===== config.mk =====
export PLATFORM = sky130hd
export DESIGN_NAME = cubehash_sched_flat
export DESIGN_NICKNAME = d
export VERILOG_FILES = /design/src/rtl/cubehash_sched_if.sv /design/src/rtl/cubehash_sched.sv /design/src/flat_wrapper.sv
export SDC_FILE = /design/constraint.sdc
export NUM_CORES = 1
export LEC_CHECK = 0
export BUFFER_PORTS_ARGS = -buffer_cell sky130_fd_sc_hd__buf_2
export CORE_ASPECT_RATIO = 0.7
export CORE_MARGIN = 5
export CORE_UTILIZATION = 30
export DETAILED_ROUTE_END_ITERATION = 6
export SYNTH_ARGS = -nofsm -noshare
export SYNTH_HDL_FRONTEND = slang
export SYNTH_SLANG_ARGS = --single-unit

===== constraint.sdc =====
create_clock -name clk -period 20.6 [get_ports clk]
set_input_delay 5.15 -clock clk [delete_from_list [all_inputs] [get_ports clk]]
set_output_delay 5.15 -clock clk [all_outputs]
set_load 0.01 [all_outputs]

===== src/rtl/cubehash_sched_if.sv =====
// Block-input and round-engine command bundle for cubehash_sched.
// master = scheduler side, slave = assembler / round-engine side.
interface cubehash_sched_if #(
    parameter int RW = 8
);
    logic           blk_valid;
    logic [255:0]   blk_data;
    logic           blk_last;
    logic           blk_ready;
    logic           eng_start;
    logic [1:0]     eng_cmd;
    logic [RW-1:0]  eng_rounds;
    logic [255:0]   eng_blk;
    logic           eng_done;

    modport master (
        input  blk_valid,
        input  blk_data,
        input  blk_last,
        input  eng_done,
        output blk_ready,
        output eng_start,
        output eng_cmd,
        output eng_rounds,
        output eng_blk
    );

    modport slave (
        output blk_valid,
        output blk_data,
        output blk_last,
        output eng_done,
        input  blk_ready,
        input  eng_start,
        input  eng_cmd,
        input  eng_rounds,
        input  eng_blk
    );
endinterface


===== src/rtl/cubehash_sched.sv =====
// CubeHash command sequencer: 2-entry block buffer, INIT/ABSORB/FINAL issue.
// Optional BLK_CNT_EN adds o_blk_count (ABSORB commands since last start).
module cubehash_sched #(
    parameter int R           = 16,
    parameter int INIT_ROUNDS = 160,
    parameter int FIN_ROUNDS  = 160,
    parameter int RW          = 8
) (
    input  logic               clk,
    input  logic               rst_n,
    input  logic               i_start,
    cubehash_sched_if.master   bus,
    output logic               o_busy,
    output logic               o_hash_valid,
    output logic               o_overflow
`ifdef BLK_CNT_EN
    ,
    output logic [31:0]        o_blk_count
`endif
);

    typedef enum logic [3:0] {
        S_IDLE,
        S_ISSUE_INIT,
        S_WAIT_INIT,
        S_GET_BLK,
        S_ISSUE_ABS,
        S_WAIT_ABS,
        S_ISSUE_FIN,
        S_WAIT_FIN,
        S_DONE
    } state_t;

    localparam logic [1:0]    CMD_INIT = 2'b00;
    localparam logic [1:0]    CMD_ABS  = 2'b01;
    localparam logic [1:0]    CMD_FIN  = 2'b10;
    localparam logic [RW-1:0] RND_INIT = RW'(INIT_ROUNDS);
    localparam logic [RW-1:0] RND_ABS  = RW'(R);
    localparam logic [RW-1:0] RND_FIN  = RW'(FIN_ROUNDS);

    state_t          r_state;
    logic            r_eng_start;
    logic [1:0]      r_eng_cmd;
    logic [RW-1:0]   r_eng_rounds;
    logic [255:0]    r_eng_blk;
    logic            r_last;
    logic            r_busy;
    logic            r_hash_valid;
    logic            r_overflow;

    // Buffer entry layout: {data[255:0], last}
    logic [256:0]    r_mem [2];
    logic            r_wr_ptr;
    logic            r_rd_ptr;
    logic [1:0]      r_count;

    logic            w_pop;
    logic            w_push;
    logic            w_drop;
    logic [256:0]    w_head;

    assign w_pop  = (r_state == S_GET_BLK) && (r_count != 2'd0);
    assign w_push = bus.blk_valid && ((r_count != 2'd2) || w_pop);
    assign w_drop = bus.blk_valid && !w_push;
    assign w_head = r_mem[r_rd_ptr];

    always_ff @(posedge clk) begin
        if (w_push) begin
            r_mem[r_wr_ptr] <= {bus.blk_data, bus.blk_last};
        end
    end

    always_ff @(posedge clk) begin
        if (!rst_n) begin
            r_wr_ptr   <= 1'b0;
            r_rd_ptr   <= 1'b0;
            r_count    <= 2'd0;
            r_overflow <= 1'b0;
        end else begin
            if (w_push) begin
                r_wr_ptr <= ~r_wr_ptr;
            end
            if (w_pop) begin
                r_rd_ptr <= ~r_rd_ptr;
            end
            if (w_push && !w_pop) begin
                r_count <= r_count + 2'd1;
            end else if (w_pop && !w_push) begin
                r_count <= r_count - 2'd1;
            end
            if (w_drop) begin
                r_overflow <= 1'b1;
            end
        end
    end

    // Command fields change only when entering an ISSUE_* state.
    always_ff @(posedge clk) begin
        if (!rst_n) begin
            r_state      <= S_IDLE;
            r_eng_start  <= 1'b0;
            r_eng_cmd    <= CMD_INIT;
            r_eng_rounds <= '0;
            r_eng_blk    <= '0;
            r_last       <= 1'b0;
            r_busy       <= 1'b0;
            r_hash_valid <= 1'b0;
        end else begin
            r_eng_start  <= 1'b0;
            r_hash_valid <= 1'b0;
            unique case (r_state)
                S_IDLE: begin
                    if (i_start) begin
                        r_state      <= S_ISSUE_INIT;
                        r_eng_start  <= 1'b1;
                        r_eng_cmd    <= CMD_INIT;
                        r_eng_rounds <= RND_INIT;
                        r_busy       <= 1'b1;
                    end
                end
                S_ISSUE_INIT: begin
                    r_state <= S_WAIT_INIT;
                end
                S_WAIT_INIT: begin
                    if (bus.eng_done) begin
                        r_state <= S_GET_BLK;
                    end
                end
                S_GET_BLK: begin
                    if (w_pop) begin
                        r_state      <= S_ISSUE_ABS;
                        r_eng_start  <= 1'b1;
                        r_eng_cmd    <= CMD_ABS;
                        r_eng_rounds <= RND_ABS;
                        r_eng_blk    <= w_head[256:1];
                        r_last       <= w_head[0];
                    end
                end
                S_ISSUE_ABS: begin
                    r_state <= S_WAIT_ABS;
                end
                S_WAIT_ABS: begin
                    if (bus.eng_done) begin
                        if (r_last) begin
                            r_state      <= S_ISSUE_FIN;
                            r_eng_start  <= 1'b1;
                            r_eng_cmd    <= CMD_FIN;
                            r_eng_rounds <= RND_FIN;
                        end else begin
                            r_state <= S_GET_BLK;
                        end
                    end
                end
                S_ISSUE_FIN: begin
                    r_state <= S_WAIT_FIN;
                end
                S_WAIT_FIN: begin
                    if (bus.eng_done) begin
                        r_state      <= S_DONE;
                        r_hash_valid <= 1'b1;
                    end
                end
                S_DONE: begin
                    r_state <= S_IDLE;
                    r_busy  <= 1'b0;
                end
                default: begin
                    r_state <= S_IDLE;
                    r_busy  <= 1'b0;
                end
            endcase
        end
    end

`ifdef BLK_CNT_EN
    logic [31:0] r_blk_count;

    // Every pop starts exactly one ABSORB, so pops are the count.
    always_ff @(posedge clk) begin
        if (!rst_n) begin
            r_blk_count <= '0;
        end else if ((r_state == S_IDLE) && i_start) begin
            r_blk_count <= '0;
        end else if (w_pop) begin
            r_blk_count <= r_blk_count + 32'd1;
        end
    end

    assign o_blk_count = r_blk_count;
`endif

    assign bus.blk_ready  = (r_count != 2'd2);
    assign bus.eng_start  = r_eng_start;
    assign bus.eng_cmd    = r_eng_cmd;
    assign bus.eng_rounds = r_eng_rounds;
    assign bus.eng_blk    = r_eng_blk;
    assign o_busy         = r_busy;
    assign o_hash_valid   = r_hash_valid;
    assign o_overflow     = r_overflow;

endmodule


===== src/flat_wrapper.sv =====
// flat-port wrapper written by rule: the top's interface ports become plain ports
module cubehash_sched_flat 
#(
    parameter int R           = 16,
    parameter int INIT_ROUNDS = 160,
    parameter int FIN_ROUNDS  = 160,
    parameter int RW          = 8
)
  (clk, rst_n, i_start, o_busy, o_hash_valid, o_overflow, bus_blk_valid, bus_blk_data, bus_blk_last, bus_eng_done, bus_blk_ready, bus_eng_start, bus_eng_cmd, bus_eng_rounds, bus_eng_blk);
  cubehash_sched_if #(.RW(RW)) bus_i ();
  input  logic clk;
  input  logic rst_n;
  input  logic i_start;
  output logic o_busy;
  output logic o_hash_valid;
  output logic o_overflow;
  input wire logic [$bits(bus_i.blk_valid)-1:0] bus_blk_valid;
  input wire logic [$bits(bus_i.blk_data)-1:0] bus_blk_data;
  input wire logic [$bits(bus_i.blk_last)-1:0] bus_blk_last;
  input wire logic [$bits(bus_i.eng_done)-1:0] bus_eng_done;
  output wire logic [$bits(bus_i.blk_ready)-1:0] bus_blk_ready;
  output wire logic [$bits(bus_i.eng_start)-1:0] bus_eng_start;
  output wire logic [$bits(bus_i.eng_cmd)-1:0] bus_eng_cmd;
  output wire logic [$bits(bus_i.eng_rounds)-1:0] bus_eng_rounds;
  output wire logic [$bits(bus_i.eng_blk)-1:0] bus_eng_blk;
  assign bus_i.blk_valid = bus_blk_valid;
  assign bus_i.blk_data = bus_blk_data;
  assign bus_i.blk_last = bus_blk_last;
  assign bus_i.eng_done = bus_eng_done;
  assign bus_blk_ready = bus_i.blk_ready;
  assign bus_eng_start = bus_i.eng_start;
  assign bus_eng_cmd = bus_i.eng_cmd;
  assign bus_eng_rounds = bus_i.eng_rounds;
  assign bus_eng_blk = bus_i.eng_blk;
  cubehash_sched #(.R(R), .INIT_ROUNDS(INIT_ROUNDS), .FIN_ROUNDS(FIN_ROUNDS), .RW(RW)) u_core (.clk(clk), .rst_n(rst_n), .i_start(i_start), .bus(bus_i), .o_busy(o_busy), .o_hash_valid(o_hash_valid), .o_overflow(o_overflow));
endmodule

; ---- After elaboration in Yosys (flattened, before gate mapping)
; Memories as Yosys holds them, arrays and structs flattened. A register that Yosys moved wholly into a read port is not among the register bits.
; Cells that the tools add are included.
[totals]
register_bits = 22
input_bits = 262
mem_count = 1
mem_bits_rw = 514
word_cells = 78
output_inout_bits = 271
[classes]
bitwise_logic = 3
n_addsub = 2
n_reduce_logical = 19
mux = 29
n_eq_ne = 14
[mem_list]
columns = name, depth, width, rd, rd_clocked_by_memory_dff, wr, line_no
row1 = u_core.r_mem, 2, 257, 1, 1, 1, cubehash_sched.sv:52  ; logic [256:0] r_mem [2];
[op_table]
columns = op, n
row1 = 8-bit two-way mux, 4
row2 = 4-bit one-hot mux with 8 select lines, 1
row3 = 8-bit one-hot mux with 3 select lines, 1
row4 = 4-bit two-way mux, 5
row5 = "4-bit by 3-bit equality test with 1-bit output, second input constant", 4
row6 = 2-bit two-way mux, 6
row7 = "2-bit != test, second input constant", 5
row8 = 5-bit AND reduction, 2
row9 = "4-bit by 2-bit equality test with 1-bit output, second input constant", 2
row10 = 1-bit two-way mux, 8
row11 = 7-bit OR reduction, 1
row12 = 2-bit one-hot mux with 3 select lines, 1
row13 = 2-bit AND reduction, 3
row14 = 1-bit logical AND, 5
row15 = "4-bit by 1-bit equality test with 1-bit output, second input constant", 1
row16 = 4-bit zero test, 1
row17 = "2-bit by 1-bit != test with 1-bit output, second input constant", 2
row18 = 2-bit nonzero test, 2
row19 = 1-bit zero test, 3
row20 = 3-bit two-way mux, 1
row21 = 1-bit inverter, 3
row22 = 1-bit one-hot mux with 3 select lines, 1
row23 = 3-bit nonzero test, 1
row24 = "2-bit by 1-bit adder with 2-bit output, second input constant", 1
row25 = other kinds (3), 3

; ---- Logic depth before layout (Yosys ltp)
[depth]
ltp_word = 8
ltp_mapped = 8
depth_no_buf = 7

; ---- Least setup slack after synthesis
; Ideal clock, no wire load.
[synth_timing]
path_kind = input -> register
startpoint = in bus_blk_valid
endpoint = reg u_core.r_wr_ptr
path_stages = 3
setup_ns = 0.108
slack_ns = 3.729
required_ns = 20.492
path_buffers = 0
t_arrival_ns = 16.763
cell_sequence = o21ai_0 nor2_1 o21a_1
[synth_between]
elab_chain_len = 1
[synth_rtl]
columns = item, line_no
row1 = start: declaration, flat_wrapper.sv:17  ; input wire logic [$bits(bus_i.blk_valid)-1:0] bus_blk_valid;
row2 = 1-bit logical AND, cubehash_sched.sv:63  ; assign w_push = bus.blk_valid && ((r_count != 2'd2) || w_pop);
row3 = end signal: assignment, cubehash_sched.sv:81  ; r_wr_ptr <= ~r_wr_ptr;
row4 = end: declaration, cubehash_sched.sv:53  ; logic r_wr_ptr;
; Every way passes these cells.
; A chain may end at the register's enable or synchronous reset.

; ---- Worst setup path after layout
[layout_timing]
startpoint = in bus_blk_valid
endpoint = mem u_core.r_mem[0][22], enable pin
[layout_between]
elab_chain_len = 3
[layout_rtl]
columns = item, line_no
row1 = 1-bit logical AND, cubehash_sched.sv:63
row2 = 1-bit two-way mux, cubehash_sched.sv:68  ; if (w_push) begin
row3 = 1-bit two-way mux (not written as such), cubehash_sched.sv:69  ; r_mem[r_wr_ptr] <= {bus.blk_data, bus.blk_last};
row4 = end: declaration, cubehash_sched.sv:52
; Every way passes these cells.

==> reports/results.ini <==
[route]
drt_iter0_drc=996
drc=0
m1WireLength_mm=28.2
vias=16186
drtPass1Iterations=5
route.detailed.wl_per_inst_um=18.7
wl_met3_mm=4.55
met2WireLength_mm=32.1
post_drt_via_cell_ratio=4.55
highest_layer=met5
wl_mm=66.5
ant_nets=0

[worst_setup_path]
cp_data_required_time_ns=20.83
crit_type=input pin to flip-flop
cp_max_fo=72
rrSetupSlack_ns=15.68
cpMostUsedCell=buf_4
path_delay_family=buffers and inverters
crit_path_end_kind=flip-flop
max_stage_delay_ns=0.87
path_buf_inv=3
cp_slowest_cell=buf_4
cp-start-kind=input pin
cp.arrival_ns=7.94
cp_cell_sequence=buf_2, o21ai_0, nor2_4, buf_4, buf_4

[synth]
ys_warn_count=0
ys_types=36
synthArstFlopShare_pct=0
synth.area.top_cells=edfxtp_1 (55%), dfxtp_1 (19%), mux2i_1 (9.2%)
ys_seq_area_share_pct=74.4
synth_most_common_cell=edfxtp_1
synth_top_area_share_pct=55.0
synth_edf_count=514
ys_ff_latch=786
syn_inst=1747
syn_avg_cell_area_um2=16.1
synth_area_um2=28100
yosysTopAreaCell=edfxtp_1
synth_common_cells=edfxtp_1 (514), dfxtp_1 (272), nand2_1 (263)
dominantRegCellSynth=edfxtp_1

[final_layout]
final_util_pct=37.1
ff_latch_area_um2=20900
drive_gt1_share_pct=28.6
layout.nets=2513
fillers=8736
area_growth_pct=22.0
multi_input_area_um2=6510

[sta]
setup_viol=0
maxClockFrequency_mhz=130
fin_setup_tns_ns=0
slew_headroom_pct=18.4
final_hold_viol_count=0
holdWs_ns=0.492
period_needed_ns=7.70
rsz0062_at_grt=false
timing.final.crit_share_pct=37.4
worstMarginPinSlew_ns=1.22
finalClockSkew_ns=0.0195
layout_setup_ws_ns=12.90
report.final.slew_viol_count=0

[power_and_ir_drop]
p_leak_uw=0.0154
fin_total_pwr_uw=3440
power_density_nw_per_um2=100
irDropWorstVdd_uv=62.6

[placed_design]
dp_hpwl_mm=42.9
gp_congestion=0.751
portBuffers=527
place_ws_ns=12.16

[clock_tree]
cts_tree=done
htree_levels=3
cts_resized=0
numCtsBuffers=79
clock-root-buffer=clkbuf_16
cts_hold_buffers=0
cts.path.max_buffers=3
cts.sinks=786
insertion_delay_ns=0.63
clk_pin_slew_ns=0.06
post-cts-setup-buffer-count=0

[die]
fp.dieW_um=376
die_y_um=266
row_count=93
core-area_um2=92400
initial_core_util_pct=30.4
ioPinCount=533
dieArea_um2=99900

[global_route]
grt_max_degree=119
antenna_found_initial=14
grt_first_pass_wirelength_mm=99.8
grtUsageTotal_pct=12.8
overflow=0
grt_pass1_vias=16611

[min_path]
hold_class=flip-flop to flip-flop

[job]
maxCapViolations=0

[outcome]
status=finished, final reports clean

-- path summary, 6_finish.rpt --
path,startpoint,endpoint,depth (start not counted)
max,bus_blk_valid,u_core.r_mem[0][22],5
min,u_core.bus.eng_blk[107],u_core.bus.eng_blk[107],1
max reg2reg,u_core.r_state[1],u_core.bus.eng_blk[121],7
min reg2reg,u_core.bus.eng_blk[107],u_core.bus.eng_blk[107],1
-- layout by cell type (no fill, tap or decap), types with 3 or more instances in the layout --
cell type / Yosys / routed
buf_2: 58 / 526
edfxtp_1: 514 / 514
dfxtp_1: 272 / 271
nand2_1: 263 / 263
o211a_1: 257 / 257
mux2i_1: 257 / 257
clkbuf_16: 0 / 81
clkbuf_1: 45 / 26
buf_4: 8 / 16
clkbuf_8: 0 / 11
clkinv_2: 0 / 10
diode_2: 0 / 8
nor2_1: 8 / 7
a21oi_1: 6 / 6
clkinv_1: 0 / 6
nor3_1: 5 / 5
conb_1: 1 / 5
inv_6: 0 / 5
o21ai_0: 4 / 4
nand2b_1: 4 / 4
clkinvlp_4: 0 / 4
and2_1: 4 / 3
inv_1: 3 / 3
-- layer usage --
metal	up-vias	track usage, %
met5	-	0
met4	10	3.67
met3	97	4.00
met2	462	21.2
met1	8030	16.1
li1	7587	-
-- registers in the layout (all words and copies together) (netlist names) --
name and count:
u_core.o_hash_valid 1, u_core.r_state 4, u_core.bus.eng_blk 256, u_core.r_wr_ptr 1, u_core.r_last 1, u_core.o_overflow 1, u_core.r_rd_ptr 1, u_core.bus.eng_cmd 2
u_core.r_mem 514, u_core.r_count 2, u_core.bus.eng_start 1, u_core.bus.eng_rounds 1, u_core.o_busy 1
-- cell type report --
class	count	area share, %
sequential	786	61.0
inverter	3	0.0329
tap	1235	4.51
multi-input combinational	836	19.0
timing repair buffer	544	8.14
antenna	8	0.0585
clock inverter	29	0.661
clock buffer	117	6.61
-- power breakdown --
part           switching, uW  internal (uW)  total [uW]
clock                    592            790        1380
sequential              34.0           1810        1840
combinational            140           75.8         216
-- cell families after synthesis --
kind of cell,share of synthesized area (%)
compound gates,9.59
xor+xnor,0.125
fa+ha+maj,0.0446
buf+inv,2.49
flops,74.4
mux,9.17
other cells,0.0134
simple gates,4.17
-- per-stage QoR --
stage          std cells  area [um^2]
3_5_place_dp        3404        31700
2_1_floorplan       1751        28100
6_report            3558        34200
5_1_grt             3552        34200
4_1_cts             3550        34200
3_3_place_gp        3404        31700
No activity file was read; power rests on OpenSTA's default activity.
